--- src/rtl/noc_vchannel_link_mux.sv ---
// Multi-channel NoC link concentrator: per-channel FIFOs merged onto one registered output link,
// round-robin arbitrated, either flit-interleaved (virtual channels) or packet-locked (wormhole).
module noc_vchannel_link_mux #(
  parameter int FLIT_WIDTH       = 32,
  parameter int CHANNELS         = 7,
  parameter int BUFFER_SIZE      = 4,
  parameter int ENABLE_VCHANNELS = 1,
  localparam int CW = (CHANNELS > 1) ? $clog2(CHANNELS) : 1,
  localparam int FW = $clog2(BUFFER_SIZE + 1)
) (
  input  logic                           clk,
  input  logic                           rst,
  input  logic [CHANNELS*FLIT_WIDTH-1:0] in_flit,
  input  logic [CHANNELS-1:0]            in_last,
  input  logic [CHANNELS-1:0]            in_valid,
  output logic [CHANNELS-1:0]            in_ready,
  output logic [FLIT_WIDTH-1:0]          out_flit,
  output logic                           out_last,
  output logic [CW-1:0]                  out_channel,
  output logic                           out_valid,
  input  logic                           out_ready,
  output logic [CHANNELS*FW-1:0]         fill
);

  localparam int PW = $clog2(BUFFER_SIZE);
  localparam int DW = FLIT_WIDTH + 1;

  typedef enum logic {IDLE, LOCKED} lock_state_e;

  logic [DW-1:0]       mem    [CHANNELS][BUFFER_SIZE];
  logic [PW-1:0]       wr_ptr [CHANNELS];
  logic [PW-1:0]       rd_ptr [CHANNELS];
  logic [FW-1:0]       cnt    [CHANNELS];
  logic                alive;
  logic [CHANNELS-1:0] push, pop, req;
  logic                load, take, grant_valid;
  logic [CW-1:0]       grant_idx, rr_ptr, lock_ch, lock_ch_next;
  logic [DW-1:0]       head;
  lock_state_e         state, state_next;

  // in_ready depends only on registered state; alive keeps it low until the first edge after reset.
  always_comb begin
    for (int c = 0; c < CHANNELS; c++) begin
      in_ready[c]          = alive && (cnt[c] != FW'(BUFFER_SIZE));
      fill[c*FW +: FW]     = cnt[c];
    end
  end

  assign push = in_valid & in_ready;
  assign load = !out_valid || out_ready;
  assign take = load && grant_valid;
  assign head = mem[grant_idx][rd_ptr[grant_idx]];

  always_comb begin
    for (int c = 0; c < CHANNELS; c++) begin
      req[c] = (cnt[c] != '0) && ((state != LOCKED) || (lock_ch == CW'(c)));
      pop[c] = take && (grant_idx == CW'(c));
    end
  end

  // Round-robin search starting one past the last grant.
  always_comb begin : arbiter
    int idx;
    // NOTE: every always_comb output gets a default first so no path can infer a latch.
    grant_valid = 1'b0;
    grant_idx   = '0;
    idx         = 0;
    for (int i = 0; i < CHANNELS; i++) begin
      idx = int'(rr_ptr) + i;
      if (idx >= CHANNELS) idx = idx - CHANNELS;
      if (!grant_valid && req[idx]) begin
        grant_valid = 1'b1;
        grant_idx   = CW'(idx);
      end
    end
  end

  always_comb begin
    state_next   = state;
    lock_ch_next = lock_ch;
    if ((ENABLE_VCHANNELS == 0) && take) begin
      unique case (state)
        IDLE: if (!head[DW-1]) begin
          state_next   = LOCKED;
          lock_ch_next = grant_idx;
        end
        LOCKED: if (head[DW-1]) state_next = IDLE;
        default: state_next = IDLE;
      endcase
    end
  end

  // NOTE: sequential state uses non-blocking assignments so every register samples pre-edge values.
  always_ff @(posedge clk or negedge rst) begin
    if (!rst) begin
      state   <= IDLE;
      lock_ch <= '0;
      rr_ptr  <= '0;
      alive   <= 1'b0;
    end else begin
      state   <= state_next;
      lock_ch <= lock_ch_next;
      alive   <= 1'b1;
      if (take) rr_ptr <= (grant_idx == CW'(CHANNELS - 1)) ? '0 : grant_idx + 1'b1;
    end
  end

  always_ff @(posedge clk or negedge rst) begin
    if (!rst) begin
      out_valid   <= 1'b0;
      out_flit    <= '0;
      out_last    <= 1'b0;
      out_channel <= '0;
    end else if (load) begin
      out_valid <= grant_valid;
      if (grant_valid) begin
        {out_last, out_flit} <= head;
        out_channel          <= grant_idx;
      end
    end
  end

  // NOTE: the flit storage is deliberately not reset; occupancy counters alone define valid data.
  always_ff @(posedge clk) begin
    for (int c = 0; c < CHANNELS; c++)
      if (push[c]) mem[c][wr_ptr[c]] <= {in_last[c], in_flit[c*FLIT_WIDTH +: FLIT_WIDTH]};
  end

  always_ff @(posedge clk or negedge rst) begin
    if (!rst) begin
      for (int c = 0; c < CHANNELS; c++) begin
        wr_ptr[c] <= '0;
        rd_ptr[c] <= '0;
        cnt[c]    <= '0;
      end
    end else begin
      for (int c = 0; c < CHANNELS; c++) begin
        if (push[c]) wr_ptr[c] <= (wr_ptr[c] == PW'(BUFFER_SIZE - 1)) ? '0 : wr_ptr[c] + 1'b1;
        if (pop[c])  rd_ptr[c] <= (rd_ptr[c] == PW'(BUFFER_SIZE - 1)) ? '0 : rd_ptr[c] + 1'b1;
        if (push[c] && !pop[c])      cnt[c] <= cnt[c] + 1'b1;
        else if (!push[c] && pop[c]) cnt[c] <= cnt[c] - 1'b1;
      end
    end
  end

endmodule

--- config.mk ---
export PLATFORM = sky130hd
export DESIGN_NAME = noc_vchannel_link_mux
export DESIGN_NICKNAME = d
export VERILOG_FILES = /design/src/rtl/noc_vchannel_link_mux.sv
export SDC_FILE = /design/constraint.sdc
export NUM_CORES = 1
export LEC_CHECK = 0
export BUFFER_PORTS_ARGS = -buffer_cell sky130_fd_sc_hd__buf_2
export CORE_MARGIN = 2
export CORE_UTILIZATION = 30
export CTS_CLUSTER_DIAMETER = 30
export CTS_CLUSTER_SIZE = 20
export DETAILED_ROUTE_END_ITERATION = 12
export RECOVER_POWER = 100
export SLEW_MARGIN = 20
export SYNTH_ARGS = -nofsm -noshare
export SYNTH_HDL_FRONTEND = slang
export SYNTH_SLANG_ARGS = --single-unit
--- constraint.sdc ---
create_clock -name clk -period 6.9 [get_ports clk]
set_input_delay 1.035 -clock clk [delete_from_list [all_inputs] [get_ports clk]]
set_output_delay 1.035 -clock clk [all_outputs]
set_load 0.02 [all_outputs]
After elaboration in Yosys (flattened, before gate mapping)
Memories as Yosys holds them, arrays and structs flattened.
Index checks and enable logic that the tools add are counted.
- flip-flop bits (word level): 90
- bits in latches: 0
- memory bits (writable): 924
- bits in read-only memories: 0
- bits of input ports: 241
- output and inout bits: 65
- memories kept: 1
- memories (name ; words ; bits a word ; rd ports ; clocked after Yosys merged registers in ; write ports ; line ; text):
    mem ; 7 ; 132 ; 1 ; 0 ; 7 ; 30 ; logic [DW-1:0] mem [CHANNELS][BUFFER_SIZE];
- add/subtract/negate cells: 42
- multiply operators: 0
- div/mod/pow operators: 0
- magnitude comparators: 30
- eq/ne operators: 27
- shifts and indexed selects: 0
- muxes and demuxes: 105
- bitwise gates (word level): 10
- reductions and logical operators: 80
- operators by type and width (operator ; number):
    $mux W132 ; 7
    $demux W33 S2 ; 7
    $mux W33 ; 9
    $lt A32 B5 Y1 const B ; 7
    $mux W32 ; 7
    $bmux W33 S2 ; 1
    $mux W3 ; 22
    $logic_and A1 B1 Y1 ; 42
    $mux W2 ; 16
    $sub A4 B3 Y5 const B ; 6
    $add A2 B1 Y2 const B ; 14
    $eq A2 B2 Y1 const B ; 14
    $mux W1 ; 28
    $ge A3 B3 Y1 const B ; 9
    $add A3 B1 Y3 const B ; 8
    $ge A4 B3 Y1 const B ; 6
    $not A2 Y3 ; 8
    $bmux W1 S3 ; 7
    $logic_not A1 Y1 ; 21
    $lt A3 B1 Y1 const B ; 7
    $ne A3 B3 Y1 const B ; 7
    $reduce_bool A3 Y1 ; 7
    $sub A3 B1 Y3 const B ; 7
    $reduce_bool A2 Y1 ; 7
    other kinds (14) ; 20

Longest topological paths before layout
- word-level depth: 32
- depth in mapped cells: 27
- mapped depth without buffers: 21

Worst setup path after synthesis
No wires, ideal clock.
- path type: reg2reg
- start: register rr_ptr[0]
- end: register cnt, in the netlist fill[10]
- library setup time: 0.125 ns
- data arrival time: 5.254 ns
- required time: 6.775 ns
- path slack: 1.521 ns
- stages on the path, launching flop included: 25
- cell sequence: dfrtp_1 buf_4 buf_6 buf_4 inv_1 ha_1 or4b_1 and2_1 a211oi_1 a311o_2 or4b_4 nor3_4 nand2_1 and2_1 buf_4 buf_4 clkbuf_1 clkbuf_1 nor2_1 ha_1 nand2_1 ha_1 inv_1 fa_1 mux2_2
- cells in the longest elaborated chain, start to end: 29
- RTL lines (element ; line ; text):
    start: declaration ; 37 ; logic [CW-1:0] grant_idx, rr_ptr, lock_ch, lock_ch_next;
    start signal: assignment ; 104 ; if (take) rr_ptr <= (grant_idx == CW'(CHANNELS - 1)) ? '0 : grant_idx + 1'b1;
    parallel branches: the longest is 25 deep, another holds $sub A4 B3 Y5 ; -- ;
    $logic_and A1 B1 Y1 * ; 57 ; pop[c] = take && (grant_idx == CW'(c));
    $logic_not A1 Y1 ; 140 ; if (push[c] && !pop[c]) cnt[c] <= cnt[c] + 1'b1;
    $logic_and A1 B1 Y1 ; 140 ;
    $mux W3 or $reduce_bool A2 Y1 (tied branches) ; -- ;
    end signal: indexed assignment ; 140 ;
    end signal: indexed assignment ; 141 ; else if (!push[c] && pop[c]) cnt[c] <= cnt[c] - 1'b1;
    end: declaration ; 33 ; logic [FW-1:0] cnt [CHANNELS];
Every way passes the cells marked *. The select of a mux whose other input is x is not followed.
A chain may end at the register's enable or synchronous reset.

Final worst setup path
- start: register rr_ptr[2]
- end: register out_flit[11]
- cells in the longest elaborated chain, start to end: 32
- RTL lines (element ; line ; text):
    parallel branches: the longest is 32 deep, another holds $sub A4 B3 Y5 ; -- ;
    end signal: assignment ; 111 ; out_flit <= '0;
    end signal: assignment ; 117 ; {out_last, out_flit} <= head;
    end: declaration ; 17 ; output logic [FLIT_WIDTH-1:0] out_flit,
Several ways; the timed one is not identified. The select of a mux whose other input is x is not followed.

==> run_results.csv <==
group,metric,value,unit
clocking,clockBufferDepth,3,
clocking,hold_buffers,0,
critical_path,r2r-end,"out_flit[11]",
timing,slew_viol_final,1081,
critical_path,ff2ff_path_depth,17,
yosys,ys_ff_latch,1014,
clocking,ctsRootBufferMaster,"clkbuf_16",
die,core-area,141200,um^2
place,hpwl,85.94,mm
yosys,postSynthCellCount,2868,
die,design.die.area,145000,um^2
min_path,hp-class,"reg -> reg",
clocking,post-cts-setup-buffers,0,
critical_path,crit_chain,"inv_1 -> ha_1 -> xnor2_1 -> mux4_2 -> o22ai_1 -> o211ai_1 -> o2111a_1 -> o311ai_0 -> buf_4 -> inv_2 -> nand4_1 -> a31oi_2 -> a211oi_4 -> buf_12 -> a311oi_1 -> a311oi_1 -> o311ai_0",
timing,maxSlewHeadroom,-132.4,%
critical_path,critPathKind,"reg -> reg",
clocking,clkTransAtPathRegs,60,ps
critical_path,cp.arrival,6990,ps
routing,detail_route.iter0.violations,2699,
timing,fmax,156.4,MHz
global_routing,grt-ovfl-total,0,
min_path,min_from,"out_flit[27]",
global_routing,grt_pass1_wl,187.0,mm
critical_path,crit_end,"out_flit[11]",
yosys,syn-num-nets,3172,
timing,post-route-period-util,92.65,%
clocking,cts_resized,0,
die,fp-row-count,138,
critical_path,cp_num_cells,17,
timing,rsz0062_at_grt,"no",
timing,setup_viol,0,
die,start_util,30.15,%
critical_path,critPathBufInv,4,
routing,drc,0,
timing,min_period,6393,ps
yosys,ys.flop_type,"edfxtp_1",
clocking,clk-insertion-delay-late,770,ps
critical_path,rrSetupSlack,510,ps
routing,firstDrtPassIters,5,
yosys,async_flop_share,8.876,%
cells_and_area,seqCellArea,30000,um^2
outcome,violations,"capacitance limit, slew limit",
place,place_congestion,0.8637,
routing,wl,131.6,mm
die,die_y,380.8,um
die,ios,306,
routing,via_per_inst,5.069,
cells_and_area,layout_commonest_cell,"edfxtp_1",
critical_path,start_kind,"register",
yosys,avgSynthCellArea,14.85,um^2
yosys,synth-edff-count,924,
place,portBuffers,305,
routing,vias,26726,
critical_path,cp_top_family,"compound AO/OA/AOI/OAI gates",
yosys,synth_seq_area_share,70.45,%
global_routing,grt_antenna_before_repair,77,
clocking,htree_num_levels,4,
global_routing,grtUsageTotal,17.71,%
critical_path,slowest_stage,"a311oi_1",
timing,tns,0,ps
timing,clock_skew,41.93,ps
critical_path,cp_max_fo,83,
critical_path,slowest_delay,820,ps
cells_and_area,multiInputGateArea,11800,um^2
critical_path,cp.required,7500,ps
timing,tightest_slew,3486,ps
outcome,status,"finished, violations left",
yosys,syn_area,42580,um^2
clocking,clock_sink_count,1014,
critical_path,r2r-start,"rr_ptr[2]",
cells_and_area,nFillCells,13543,
critical_path,end_kind,"register",
clocking,cts_tree,"done",
cells_and_area,fin_nets,3534,
yosys,synth_cell_types,89,
cells_and_area,area_growth,20.43,%
cells_and_area,layout_common_cells,"edfxtp_1 (924), nand2_1 (463), mux2i_1 (347), clkbuf_1 (339), clkbuf_16 (150)",
yosys,yosysWarnings,0,
clocking,cts_buffers,150,
routing,wl_per_cell,24.96,um
die,chipWidth,380.8,um
timing,finalHoldViolCount,0,
job,maxCapViolations,31,
global_routing,grt_max_degree,141,
cells_and_area,layout-drive-gt1-share,11.83,%
global_routing,first_global_vias,25769,
routing,postRouteAntennaNets,0,
critical_path,critical_path.startpoint,"rr_ptr[2]",
[metal layers]
layer,track usage (%),vias up,routed length [um]
met2,26.65,1054,58730
met3,6.436,287,12810
met4,5.504,84,3457
met5,0,-,519
li1,-,11838,-
met1,23.73,13463,56060
[registers in the layout, summed over array words and instances, names as in the netlist]
name	flops
rr_ptr	3
out_flit	32
wr_ptr	14
fill	21
rd_ptr	14
alive	1
out_channel	3
out_valid	1
mem	924
out_last	1
[Yosys cell counts (9+ instances only)]
cell type / count / area share (%)
xor2_1: 15 / 0.31
xnor2_1: 11 / 0.23
o211ai_1: 38 / 0.67
ha_1: 56 / 1.6
nor2_1: 49 / 0.43
nor3_1: 19 / 0.22
clkbuf_1: 76 / 0.67
buf_2: 60 / 0.71
o221ai_1: 36 / 0.74
edfxtp_1: 924 / 65
and3_1: 62 / 0.91
o21ai_0: 95 / 1.1
o311ai_1: 34 / 0.70
nand2_1: 464 / 4.1
a221o_1: 33 / 0.78
a21oi_1: 48 / 0.56
buf_4: 10 / 0.18
or3_1: 10 / 0.15
a311oi_1: 66 / 1.4
buf_1: 11 / 0.097
dfrtp_1: 90 / 5.3
mux2_1: 13 / 0.34
inv_1: 32 / 0.28
mux2i_1: 347 / 8.2
nand3_1: 77 / 0.90
mux2_2: 36 / 0.95
a211oi_1: 13 / 0.23
nor2b_1: 9 / 0.13
[tightest hold or removal path: stages (launching register included)]
cell and delay (ps):
dfrtp_1 340, nand2_1 50, o311ai_1 60
[final cells by class]
type | count | share of cell area (%)
repair buffers | 372 | 3.228
well taps | 1890 | 4.611
clock inverters | 111 | 2.755
flip-flops and latches | 1014 | 58.50
clock buffers | 167 | 7.541
diodes | 26 | 0.1269
inverters | 33 | 0.2415
multi-input cells | 1659 | 23.00
[how the worst min path moves through the flow]
stage | end | slack [ps] | depth (start not counted)
floorplan | rd_ptr[1] | 470 | 2
detailed placement | out_flit[28] | 470 | 2
global route | out_flit[27] | 510 | 2
finish | out_flit[27] | 490 | 2
CTS | out_flit[11] | 220 | 1
global placement | out_flit[0] | 460 | 2
[metrics by stage]
stage	util [%]	hold WS [ps]	setup slack, ps	cell area [um^2]	instances
after global placement	32.89	464.7	722.2	46460	4968
after global routing	36.30	505.1	198.7	51270	5265
after floorplan	-	468.9	1521	42580	2868
after detailed placement	32.89	471.5	717.3	46460	4968
final	36.31	488.0	507.3	51280	5272
after CTS	36.63	223.6	694.9	51740	5246
[logic make-up after synthesis]
family	synth area share, %
flip-flops	70.45
AND/OR/NAND/NOR	7.507
AO/OA/AOI/OAI	7.733
multiplexers	9.611
buffers and inverters	2.071
adder cells (fa/ha/maj)	1.974
XOR/XNOR	0.6493
other	0.008806
Power is not shown: default switching activity piles up to over one toggle a cycle in this logic, so the estimate is an artifact.
